File: src/rtl/decd_pkg.sv
// ---------------------------------------------------------------------------
// decd_pkg
// Shared types and helpers for the decd_onehot_seq decoder slice.
//   decd_state_t : controller states (IDLE, DIRECT, SCAN)
//   MODE_DIRECT  : value of the mode port selecting handshaked decode
//   MODE_SCAN    : value of the mode port selecting autonomous scanning
//   onehot_of()  : binary-to-one-hot helper, sized for the widest legal
//                  select (6 bits -> 64 outputs); callers truncate with a cast
// ---------------------------------------------------------------------------
package decd_pkg;

    localparam int MAX_SEL_W = 6;
    localparam int MAX_OUT_W = 2 ** MAX_SEL_W;

    typedef enum logic [1:0] {
        IDLE   = 2'd0,
        DIRECT = 2'd1,
        SCAN   = 2'd2
    } decd_state_t;

    localparam logic MODE_DIRECT = 1'b0;
    localparam logic MODE_SCAN   = 1'b1;

    // Full-width decode; the caller keeps only the low 2**SEL_W bits.
    function automatic logic [MAX_OUT_W-1:0] onehot_of(input logic [MAX_SEL_W-1:0] sel);
        return MAX_OUT_W'(1) << sel;
    endfunction

endpackage

File: src/rtl/decd_dwell_cnt.sv
// ---------------------------------------------------------------------------
// decd_dwell_cnt
// Dwell counter that paces the scan walk. Counts 0..HOLD_CYC-1 and wraps;
// tc_o is high while the count sits at HOLD_CYC-1, so an enabled edge with
// tc_o high is the edge on which the scan position advances.
// Ports:
//   clk_i  : clock, rising edge
//   clr_i  : synchronous clear to 0 (also carries the block reset)
//   en_i   : count enable; when low the count is frozen
//   tc_o   : terminal count flag (count == HOLD_CYC-1)
// ---------------------------------------------------------------------------
module decd_dwell_cnt #(
    parameter int HOLD_CYC = 4
) (
    input  logic clk_i,
    input  logic clr_i,
    input  logic en_i,
    output logic tc_o
);

    localparam int CNT_W = $clog2(HOLD_CYC) + 1;

    logic [CNT_W-1:0] cnt_q;
    logic [CNT_W-1:0] cnt_d;

    // Wrap to zero on terminal count so each position lasts exactly HOLD_CYC edges.
    always_comb begin
        cnt_d = cnt_q;
        if (clr_i) begin
            cnt_d = '0;
        end else if (en_i) begin
            if (tc_o) begin
                cnt_d = '0;
            end else begin
                cnt_d = cnt_q + CNT_W'(1);
            end
        end
    end

    // Count register.
    always_ff @(posedge clk_i) begin
        cnt_q <= cnt_d;
    end

    assign tc_o = (cnt_q == CNT_W'(HOLD_CYC - 1));

endmodule

File: src/rtl/decd_onehot_seq.sv
// ---------------------------------------------------------------------------
// decd_onehot_seq
// Registered binary-to-one-hot decoder with two modes:
//   direct : decodes a valid/ready handshaked select, one transfer per cycle
//   scan   : walks the one-hot output by itself, HOLD_CYC cycles per position
// Ports:
//   clk        : clock, rising edge
//   rst        : synchronous active-high reset
//   en         : enable; low blanks the outputs and freezes all state
//   mode       : 0 = direct decode, 1 = auto-scan
//   in_valid   : in_sel valid (direct mode)
//   in_ready   : block accepts in_sel this cycle
//   in_sel     : binary select
//   out_valid  : out_onehot/out_idx carry a valid code
//   out_ready  : consumer accepts the output (direct mode)
//   out_onehot : registered one-hot code (all-zero when blanked/reset)
//   out_idx    : binary index of the code on out_onehot
// Build option:
//   DECD_ACTIVE_LOW_EN : when defined, out_onehot is inverted (one-cold,
//                        idle value all-ones) for common-anode displays.
// ---------------------------------------------------------------------------
module decd_onehot_seq
    import decd_pkg::*;
#(
    parameter  int SEL_W    = 3,
    parameter  int HOLD_CYC = 4,
    localparam int OUT_W    = 2 ** SEL_W
) (
    input  logic             clk,
    input  logic             rst,
    input  logic             en,
    input  logic             mode,
    input  logic             in_valid,
    output logic             in_ready,
    input  logic [SEL_W-1:0] in_sel,
    output logic             out_valid,
    input  logic             out_ready,
    output logic [OUT_W-1:0] out_onehot,
    output logic [SEL_W-1:0] out_idx
);

    decd_state_t      state_q,  state_d;
    logic [OUT_W-1:0] onehot_q, onehot_d;
    logic [SEL_W-1:0] idx_q,    idx_d;
    logic             valid_q,  valid_d;

    logic             dwellClr;
    logic             dwellEn;
    logic             dwellTc;
    logic [OUT_W-1:0] decoded;
    logic [OUT_W-1:0] onehotGated;

    assign decoded = OUT_W'(onehot_of(MAX_SEL_W'(in_sel)));

    // Dwell count only runs while actively scanning; it is held at zero in
    // every other state so that entering SCAN always starts a fresh dwell.
    assign dwellClr = rst || (state_q != SCAN);
    assign dwellEn  = en && (state_q == SCAN) && (mode == MODE_SCAN);

    decd_dwell_cnt #(
        .HOLD_CYC (HOLD_CYC)
    ) u_dwell (
        .clk_i (clk),
        .clr_i (dwellClr),
        .en_i  (dwellEn),
        .tc_o  (dwellTc)
    );

    // Ready is purely combinational so back-to-back transfers sustain one per
    // cycle; it is forced low during reset and outside DIRECT.
    assign in_ready = !rst && en && (state_q == DIRECT) && (!valid_q || out_ready);

    // Next-state logic. Nothing moves while en is low, which is what lets a
    // blanked scan resume at the same position and dwell count.
    always_comb begin
        state_d  = state_q;
        onehot_d = onehot_q;
        idx_d    = idx_q;
        valid_d  = valid_q;
        if (en) begin
            unique case (state_q)
                IDLE: begin
                    if (mode == MODE_SCAN) begin
                        state_d  = SCAN;
                        idx_d    = '0;
                        onehot_d = OUT_W'(1);
                        valid_d  = 1'b1;
                    end else begin
                        state_d = DIRECT;
                    end
                end
                DIRECT: begin
                    if (mode == MODE_SCAN) begin
                        // Any pending direct output is dropped in favour of scan entry.
                        state_d  = SCAN;
                        idx_d    = '0;
                        onehot_d = OUT_W'(1);
                        valid_d  = 1'b1;
                    end else if (in_valid && in_ready) begin
                        onehot_d = decoded;
                        idx_d    = in_sel;
                        valid_d  = 1'b1;
                    end else if (out_ready) begin
                        valid_d = 1'b0;
                    end
                end
                SCAN: begin
                    if (mode == MODE_DIRECT) begin
                        state_d  = DIRECT;
                        onehot_d = '0;
                        valid_d  = 1'b0;
                    end else if (dwellTc) begin
                        idx_d    = idx_q + SEL_W'(1);
                        onehot_d = {onehot_q[OUT_W-2:0], onehot_q[OUT_W-1]};
                    end
                end
                default: begin
                    state_d  = IDLE;
                    onehot_d = '0;
                    idx_d    = '0;
                    valid_d  = 1'b0;
                end
            endcase
        end
    end

    // State and output registers with synchronous reset taking priority.
    always_ff @(posedge clk) begin
        if (rst) begin
            state_q  <= IDLE;
            onehot_q <= '0;
            idx_q    <= '0;
            valid_q  <= 1'b0;
        end else begin
            state_q  <= state_d;
            onehot_q <= onehot_d;
            idx_q    <= idx_d;
            valid_q  <= valid_d;
        end
    end

    // Blanking is combinational so it takes effect in the same cycle as en.
    assign onehotGated = en ? onehot_q : '0;
    assign out_valid   = en && valid_q;
    assign out_idx     = idx_q;

`ifdef DECD_ACTIVE_LOW_EN
    assign out_onehot = ~onehotGated;
`else
    assign out_onehot = onehotGated;
`endif

endmodule

File: config.mk
export PLATFORM = sky130hd
export DESIGN_NAME = decd_onehot_seq
export DESIGN_NICKNAME = d
export VERILOG_FILES = /design/src/rtl/decd_pkg.sv /design/src/rtl/decd_dwell_cnt.sv /design/src/rtl/decd_onehot_seq.sv
export SDC_FILE = /design/constraint.sdc
export NUM_CORES = 1
export LEC_CHECK = 0
export ABC_AREA = 1
export BUFFER_PORTS_ARGS = -buffer_cell sky130_fd_sc_hd__buf_4
export CAP_MARGIN = 20
export CORE_MARGIN = 2
export CORE_UTILIZATION = 40
export DETAILED_ROUTE_END_ITERATION = 12
export PLACE_DENSITY = 0.63
export SLEW_MARGIN = 20
export SYNTH_ARGS = -nofsm -noshare
export SYNTH_HDL_FRONTEND = slang
export SYNTH_HIERARCHICAL = 1
export SYNTH_SLANG_ARGS = --single-unit
File: constraint.sdc
create_clock -name clk -period 3.8 [get_ports clk]
set_input_delay 0.19 -clock clk [delete_from_list [all_inputs] [get_ports clk]]
set_output_delay 0.19 -clock clk [all_outputs]
set_load 0.01 [all_outputs]
# [Word-level counts from Yosys, hierarchy flattened]
# Cells that the tools add are included.
[word_totals] output_inout_bits=13 register_bits=17 input_bits=9 wordCells=60
[classes] add_sub_neg=2 n_mux=24 n_reduce_logical=16 eq_ne=12 n_shift=1
[op_table] op="$mux W8" count=6
[op_table] op="$pmux W8 S3" count=1
[op_table] op="$mux W3" count=6
[op_table] op="$ne A2 B2 Y1 const B" count=6
[op_table] op="$pmux W3 S3" count=1
[op_table] op="$reduce_and A4 Y1" count=2
[op_table] op="$shl A1 B3 Y8 const A" count=1
[op_table] op="$logic_and A1 B1 Y1" count=7
[op_table] op="$add A3 B1 Y3 const B" count=2
[op_table] op="$mux W2" count=3
[op_table] op="$pmux W2 S3" count=1
[op_table] op="$mux W1" count=5
[op_table] op="$reduce_and A5 Y1" count=1
[op_table] op="$ne A4 B3 Y1 const B" count=1
[op_table] op="$eq A3 B2 Y1 const B" count=1
[op_table] op="$ne A3 B2 Y1 const B" count=1
[op_table] op="$ne A3 B3 Y1 const B" count=1
[op_table] op="$pmux W1 S3" count=1
[op_table] op="$reduce_and A3 Y1" count=1
[op_table] op="$eq A2 B1 Y1 const B" count=1
[op_table] op="$eq A2 B2 Y1 const B" count=1
[op_table] op="$logic_not A1 Y1" count=2
[op_table] op="$logic_not A2 Y1" count=1
[op_table] op="$logic_or A1 B1 Y1" count=2

# [Longest topological paths before layout]
# Gate-level depths: netlist of run 1.
[logic_depth] word_depth=8 depth_mapped=11 mapped_depth_nobuf=10

# [By module]
# The synthesis of run 1 kept the hierarchy.
[modules_own_cells] module="decd_onehot_seq" n_inst=1 cells_per_inst=199 area_each_um2=1118.6 seq_area_each_um2=280.3
[modules_own_cells] module="decd_dwell_cnt" n_inst=1 cells_per_inst=16 area_each_um2=130.1 seq_area_each_um2=60.1

# [Least setup slack after synthesis of run 1]
# No wires, ideal clock.
[synth_timing] path_kind="register to register" from="register state_q[0]" to="register onehot_q[0]" path_buffers=1 required_time_ns=3.687 arrival_time_ns=1.476 slack_ns=2.212 period_less_slack_ns=1.588 stages_incl_launch_ff=10 setup_ns=0.113 path_cell_list="dfxtp_1 inv_1 ha_1 nand2_1 nor2_1 nor2_2 nand3_4 buf_6 nor2_1 nor2_1"
[synth_between] elab_chain_cells=6 elab_cells_between_ends=11 classes_between="eq/ne (5); mux (1); reduce/logical (5)"
[synth_rtl] element="start, declared" line_no="decd_onehot_seq.sv:42" text="decd_state_t state_q, state_d;"
[synth_rtl] element="start signal, assigned" line_no="decd_onehot_seq.sv:135" text="state_q <= state_d;"
[synth_rtl] element="$eq A2 B1 Y1" line_no="decd_onehot_seq.sv:71, decd_onehot_seq.sv:81"
[synth_rtl] element="$logic_and A1 B1 Y1 (2 in a row)" line_no="decd_onehot_seq.sv:71" text="assign in_ready = !rst && en && (state_q == DIRECT) && (!valid_q || out_ready);"
[synth_rtl] element="$logic_and A1 B1 Y1" line_no="decd_onehot_seq.sv:99" text="end else if (in_valid && in_ready) begin"
[synth_rtl] element="$ne A3 B2 Y1 (no source line)"
[synth_rtl] element="$reduce_and A4 Y1 (no source line)"
[synth_rtl] element="end signal, assigned" line_no="decd_onehot_seq.sv:136" text="onehot_q <= onehot_d;"
[synth_rtl] element="end, declared" line_no="decd_onehot_seq.sv:43" text="logic [OUT_W-1:0] onehot_q, onehot_d;"
# Several ways; a longest one is shown, not always the timed one.
# A chain may end at the register's enable or synchronous reset.

# [Final worst setup path of run 1]
[layout_timing] from="register state_q[0]" to="register onehot_q[5]"
# The elaborated chain is that of the path after synthesis.

==> reports/metrics.csv, run 1 <==
metric,value,unit
max-cap viol count,0,
outcome,completed,
share of flip-flops with an asynchronous set or reset,0,%
CP most frequent cell,nor2_1,
Max transition margin,77.7,%
Synth Area per Inst,5.81,sq um
global-route usage over all layers,16.7,%
CP top delay family,simple AND/OR/NAND/NOR gates,
"Area growth, synth to finish",15.8,%
clock buffer depth,2,
Initial Utilization,41.6,%
GPL Wtd Cong,0.865,
insertion delay to the later sink of the worst-skew pair,300,ps
share of the yosys chip area belonging to registers,27.3,%
Peak Freq,570,MHz
Post-CTS Resized,0,
Peak supply drop,0.000136,V
Layout Nets,252,
Reg2Reg Depth,8,
syn_nets,230,
WL final,2.76,mm
Required @ worst endpoint,4000,ps
share of cells above drive strength 1,15.3,%
fin crit share,46.2,%
CP cell instances,inv_1 -> ha_1 -> nand2_1 -> nor2_1 -> nor2_2 -> nand3_4 -> nor2_1 -> nor2_1,
Hold WS,230,ps
initial antenna violation count,0,
DP Area,1420,sq um
Setup Skew,3.19,ps
Worst setup EP type,flip-flop,
"FF+latch count, synth",17,
"Hold Vio Cnt, Final",0,
clk sinks,17,
Fin Setup TNS,0,ps
CORE AREA,3000,sq um
# hold bufs at CTS,0,
CP Class,reg -> reg,
Slew @ Worst Pin,333,ps
min Tclk post-route,1760,ps
Final Max Slew Viols,0,
most frequent cells in the layout,"76 x nand2_1, 40 x inv_1, 31 x nor2_1",
Final Power,462,uW
DR pass1 iterations,4,
crit path launch,state_q[0],
RSZ-0062 raised after global routing,no,
Sequential cell area,340,sq um
Die W,59.9,um
"setup slack, reg-to-reg",2040,ps
vias in the first global route,1056,
final worst slack,2040,ps
die span in y,59.9,um
Iteration-0 DRC Markers,59,
drt via density,4.54,
"slowest stage delay, CP",440,ps
FILL cells,338,
root buffer cell,clkbuf_4,
r2r startpoint,state_q[0],
fin area,1450,sq um
CP Depth,8,
Yosys Warn Count,6,
"commonest non-fill, non-tap cell in the layout",nand2_1,
Post-route DRC,0,
"EDFF count, synth",0,
Pwr Density,319,nW/um^2
CP Max Fanout,13,
pin count of the biggest net entering global routing,17,
DR WL/cell,10.3,um
unique cell type count in the Yosys netlist,23,
leakage power,0.000829,uW
io pins,22,
post-synthesis cell area,1250,sq um
Num CTS Buffers,3,
Buf/Inv on CP,1,
# diodes,0,
FP Rows,20,
clock transition at the register clock pins on the worst setup and hold paths after CTS,100,ps
area of the multi-input gates,708,sq um
CP endpoint,onehot_q[5],
first-pass GRT wire length,4.53,mm
CTS tree,built,
total setup buffers inserted after CTS,0,
Place WS,2070,ps
Hold Path Class,in -> reg,
PortBufs,21,
total gr overflow,0,
DP HPWL,2.06,mm
RR Endpoint,onehot_q[5],
total number of vias,1222,
Antenna Nets Post-Route,0,
Post-synth top flop,dfxtp_1,
Die ar.,3580,sq um
Setup-failing EPs final,0,
CP arrival,1960,ps
post-synthesis cell count,215,
Critical Path Source Type,flip-flop,
CTS H-tree lvls,1,
slowest CP cell,dfxtp_1,
[cell usage after synthesis (2+ instances only)]
master   instances  area share [%]
a22oi_1          2             1.2
inv_1           40              12
nand3_1          7             2.8
nor2_2           2             1.0
o21ai_1          3             1.2
ha_1             6             6.0
o21ai_0          3             1.2
inv_2            6             1.8
nor2_1          31             9.3
nand4_1          5             2.5
dfxtp_1         17              27
a21oi_1          7             2.8
nand2_1         76              23
[area by class of cell]
type / count / share of cell area [%]
Clock buffer: 4 / 1.82
Inverter: 46 / 11.9
Timing Repair Buffer: 21 / 10.9
Sequential cell: 17 / 23.5
Tap cell: 33 / 2.85
Multi-Input combinational cell: 148 / 49.0
[layer usage]
metal	track usage [%]	vias to the layer above	wire (um)
met5	0	-	0
met1	23.5	505	1380
met2	25.0	27	1200
met4	6.67	0	38
li1	-	686	-
met3	3.25	4	143
[report_power, final]
group	switching [uW]	internal [uW]	total [uW]
combinational	91.7	58.6	150
sequential	14.6	195	210
clock	60.5	40.9	101
[registers in the layout (all words and copies together), names as in the netlist]
signal and flops:
u_dwell/cnt_q 3, onehot_q 8, state_q 2, out_idx 3, valid_q 1
[kinds of logic (layout without fill, tap and decap cells)]
group                    after synthesis  count (layout)  synth area share [%]
AND/OR/NAND/NOR                      124             124                  42.5
AO/OA/AOI/OAI                         18              18                  8.22
adder cells (fa/ha/maj)                6               6                  6.01
buffers and inverters                 50              71                  16.0
flip-flops                            17              17                  27.3
[through the flow]
step	std cells	util, %
global route	269	48.2
CTS	269	48.2
detailed placement	265	47.3
global placement	265	47.3
finish	269	48.2
floorplan	215	-
[how the worst min path moves through the flow]
stage,startpoint,end,slack [ps],depth (start not counted)
after detailed placement,u_dwell/cnt_q[2],u_dwell/cnt_q[2],430,2
after global placement,u_dwell/cnt_q[2],u_dwell/cnt_q[2],430,2
final,mode,state_q[1],230,3
after global routing,mode,state_q[1],210,3
after CTS,mode,state_q[1],220,3
after floorplan,mode,state_q[1],370,2
[worst register-to-register path: cells and delay by family, from the launching register on]
family                     cells  cell delay [ps]
and+or+nand+nor                6              830
DFF                            1              440
adders and majority gates      1              290
buffers and inverters          1              110
Note: power is estimated with default switching activity, not from simulation.
==> inputs of run 2 (changes only) <==
--- a/config.mk
+++ b/config.mk
@@ -5,7 +5,7 @@
 export SDC_FILE = /design/constraint.sdc
 export NUM_CORES = 1
 export LEC_CHECK = 0
-export ABC_AREA = 1
+export ABC_AREA = 0
 export BUFFER_PORTS_ARGS = -buffer_cell sky130_fd_sc_hd__buf_4
 export CAP_MARGIN = 20
 export CORE_MARGIN = 2
==> constraint.sdc (replaced) <==
create_clock -name clk -period 1.7 [get_ports clk]
set_input_delay 0.085 -clock clk [delete_from_list [all_inputs] [get_ports clk]]
set_output_delay 0.085 -clock clk [all_outputs]
set_load 0.01 [all_outputs]
==> run 2 against run 1 <==
Via count grew 4.6%; wire length grew 20%; area after synthesis down 0.80%.
==> reports/metrics.csv, run 2 <==
metric,value,unit,change
leakage power,0.000698,uW,was 0.000829 uW
share of the synthesized area in the top cell type,27.5,%,was 27.3%
Post-route DRC,0,,unchanged
Fin Setup TNS,0,ps,unchanged
Setup Skew,1.72,ps,was 3.19 ps
Buf/Inv on CP,0,,was 1
max FFs per register,8,,unchanged
io pins,22,,unchanged
Synth Area per Inst,8.37,sq um,was 5.81 sq um
share of flip-flops with an asynchronous set or reset,0,%,unchanged
die span in y,59.7,um,was 59.9 um
RSZ-0062 raised after global routing,yes,,was no
DR WL met2,1.61,mm,was 1.20 mm
root buffer cell,clkbuf_4,,unchanged
clk sinks,17,,unchanged
Max transition margin,76.4,%,was 77.7%
Yosys top cell by area,dfxtp_1,,unchanged
Peak supply drop,0.000277,V,was 0.000136 V
slowest CP cell,or4_4,,was dfxtp_1
clock buffer depth,2,,unchanged
max-cap viol count,0,,unchanged
syn_nets,163,,was 230
Largest Register,onehot_q,,unchanged
FILL cells,266,,was 338
"EDFF count, synth",0,,unchanged
pin count of the biggest net entering global routing,21,,was 17
post-synthesis cell area,1240,sq um,was 1250 sq um
unique cell type count in the Yosys netlist,47,,was 23
global-route usage over all layers,18.9,%,was 16.7%
Pwr Density,599,nW/um^2,was 319 nW/um^2
DP HPWL,2.24,mm,was 2.06 mm
fin crit share,98.1,%,was 46.2%
share of cells above drive strength 1,44.1,%,was 15.3%
total number of vias,1278,,was 1222
# diodes,0,,unchanged
CP Max Fanout,16,,was 13
Initial Utilization,41.3,%,was 41.6%
Final Max Slew Viols,0,,unchanged
Routed met1 length,1.55,mm,was 1.38 mm
Setup-failing EPs final,0,,unchanged
Die W,59.7,um,was 59.9 um
Num CTS Buffers,3,,unchanged
outcome,completed,,unchanged
Die ar.,3560,sq um,was 3580 sq um
FP Rows,20,,unchanged
Post-synth top flop,dfxtp_1,,unchanged
post-synthesis cell count,148,,was 215
Iteration-0 DRC Markers,78,,was 59
dominant cell by count in the synthesized netlist,dfxtp_1,,was nand2_1
Peak Freq,600,MHz,was 570 MHz
CP Class,reg -> reg,,unchanged
WL final,3.32,mm,was 2.76 mm
DR WL met3,106,um,was 143 um
"commonest non-fill, non-tap cell in the layout",buf_4,,was nand2_1
clock transition at the register clock pins on the worst setup and hold paths after CTS,100,ps,about the same
"slowest stage delay, CP",540,ps,was 440 ps
CTS tree,built,,unchanged
"Area growth, synth to finish",36.7,%,was 15.8%
drt via density,5.84,,was 4.54
# hold bufs at CTS,0,,unchanged
Place WS,-69.5,ps,was 2070 ps
Worst setup EP type,flip-flop,,unchanged
total gr overflow,0,,unchanged
final worst slack,32.0,ps,was 2040 ps
Synth top cells by count,"17 x dfxtp_1, 11 x and2_1, 10 x a21oi_1, 10 x o21ai_0",,"was 76 x nand2_1, 40 x inv_1, 31 x nor2_1, 17 x dfxtp_1"
main area contributors after synthesis,"dfxtp_1 27%, ha_1 6.1%, and2_1 5.6%",,"was dfxtp_1 27%, nand2_1 23%, inv_1 12%"
Critical Path Source Type,flip-flop,,unchanged
Top Layer Used,met4,,unchanged
GPL Wtd Cong,0.813,,was 0.865
share of the yosys chip area belonging to registers,27.5,%,was 27.3%
first-pass GRT wire length,5.12,mm,was 4.53 mm
Hold Path Class,in -> reg,,unchanged
CTS H-tree lvls,1,,unchanged
initial antenna violation count,0,,unchanged
Antenna Nets Post-Route,0,,unchanged
PortBufs,21,,unchanged
DR pass1 iterations,4,,unchanged
CP cell instances,nor2b_4 -> o311a_4 -> or4_4 -> a21oi_2,,was inv_1 -> ha_1 -> nand2_1 -> nor2_1 -> nor2_2 -> nand3_4 -> nor2_1 -> nor2_1
Required @ worst endpoint,1930,ps,was 4000 ps
Layout Nets,202,,was 252
CP top delay family,simple AND/OR/NAND/NOR gates,,unchanged
"FF+latch count, synth",17,,unchanged
Slew @ Worst Pin,350,ps,was 333 ps
insertion delay to the later sink of the worst-skew pair,290,ps,was 300 ps
CORE AREA,3000,sq um,unchanged
most frequent cells in the layout,"43 x buf_4, 13 x dfxtp_1, 10 x and2_1",,"was 76 x nand2_1, 40 x inv_1, 31 x nor2_1"
vias in the first global route,1157,,was 1056
DR WL/cell,15.2,um,was 10.3 um
Yosys Warn Count,6,,unchanged
CP arrival,1900,ps,was 1960 ps
min Tclk post-route,1670,ps,was 1760 ps
"Hold Vio Cnt, Final",0,,unchanged
## run 2: where the power goes
group	internal, uW	leakage [uW]	switching (uW)
clock network	91.2	0.0000150	133
registers	413	0.000140	16.3
logic	184	0.000543	177
total	688	0.000698	327
## run 2: cell type report
type / instances / area (sq um) / area share [%]
Inverter: 6 / 27.5 / 1.63
Timing Repair Buffer: 44 / 328 / 19.4
Sequential cell: 17 / 350 / 20.7
Tap cell: 33 / 41.3 / 2.44
Clock buffer: 4 / 26.3 / 1.55
Multi-Input combinational cell: 115 / 920 / 54.3
## run 2: kinds of logic after synthesis
kind of cell,Yosys count,share of synthesized area [%]
buf+inv,16,7.27
simple gates,60,30.2
mux,3,2.63
fa+ha+maj,6,6.06
flops,17,27.5
compound gates,46,26.4
## run 2: per-layer routing
metal	up-vias	track usage (%)
met1	619	25.0
li1	624	-
met5	-	0
met4	0	8.25
met2	29	30.6
met3	6	2.38
## run 2: metrics by stage
| step | std cells | area (sq um) | util, % | power [uW] | hold WS, ps |
|---|---|---|---|---|---|
| detailed placement | 206 | 1480 | 49.4 | 715 | 424 |
| global placement | 206 | 1480 | 49.4 | 710 | 421 |
| global route | 219 | 1690 | 56.4 | 1060 | 116 |
| finish | 219 | 1690 | 56.4 | 1010 | 122 |
| floorplan | 148 | 1250 | - | 611 | 276 |
| CTS | 211 | 1530 | 50.9 | 948 | 109 |
## run 2: worst paths after layout
path | slack, ps | cells past startpoint | start | endpoint
setup / recovery | 30 | 4 | valid_q | onehot_q[6]
hold / removal | 120 | 3 | in_valid | valid_q
setup reg to reg | 30 | 4 | valid_q | onehot_q[6]
hold reg to reg | 480 | 2 | u_dwell/cnt_q[2] | u_dwell/cnt_q[2]
## run 2: worst min-delay path, delay by kind of cell
kind                   cells  cell delay, ps
AO/OA/AOI/OAI              1              70
buffers and inverters      1             120
AND/OR/NAND/NOR            1              90
## run 2: timing repair
item | in CTS | in global routing
endpoints found under the setup margin | 11 | 10
buffers inserted | 1 | 7
cloned | 0 | 1
resized for setup | 5 | 30
pin swaps | 0 | 11
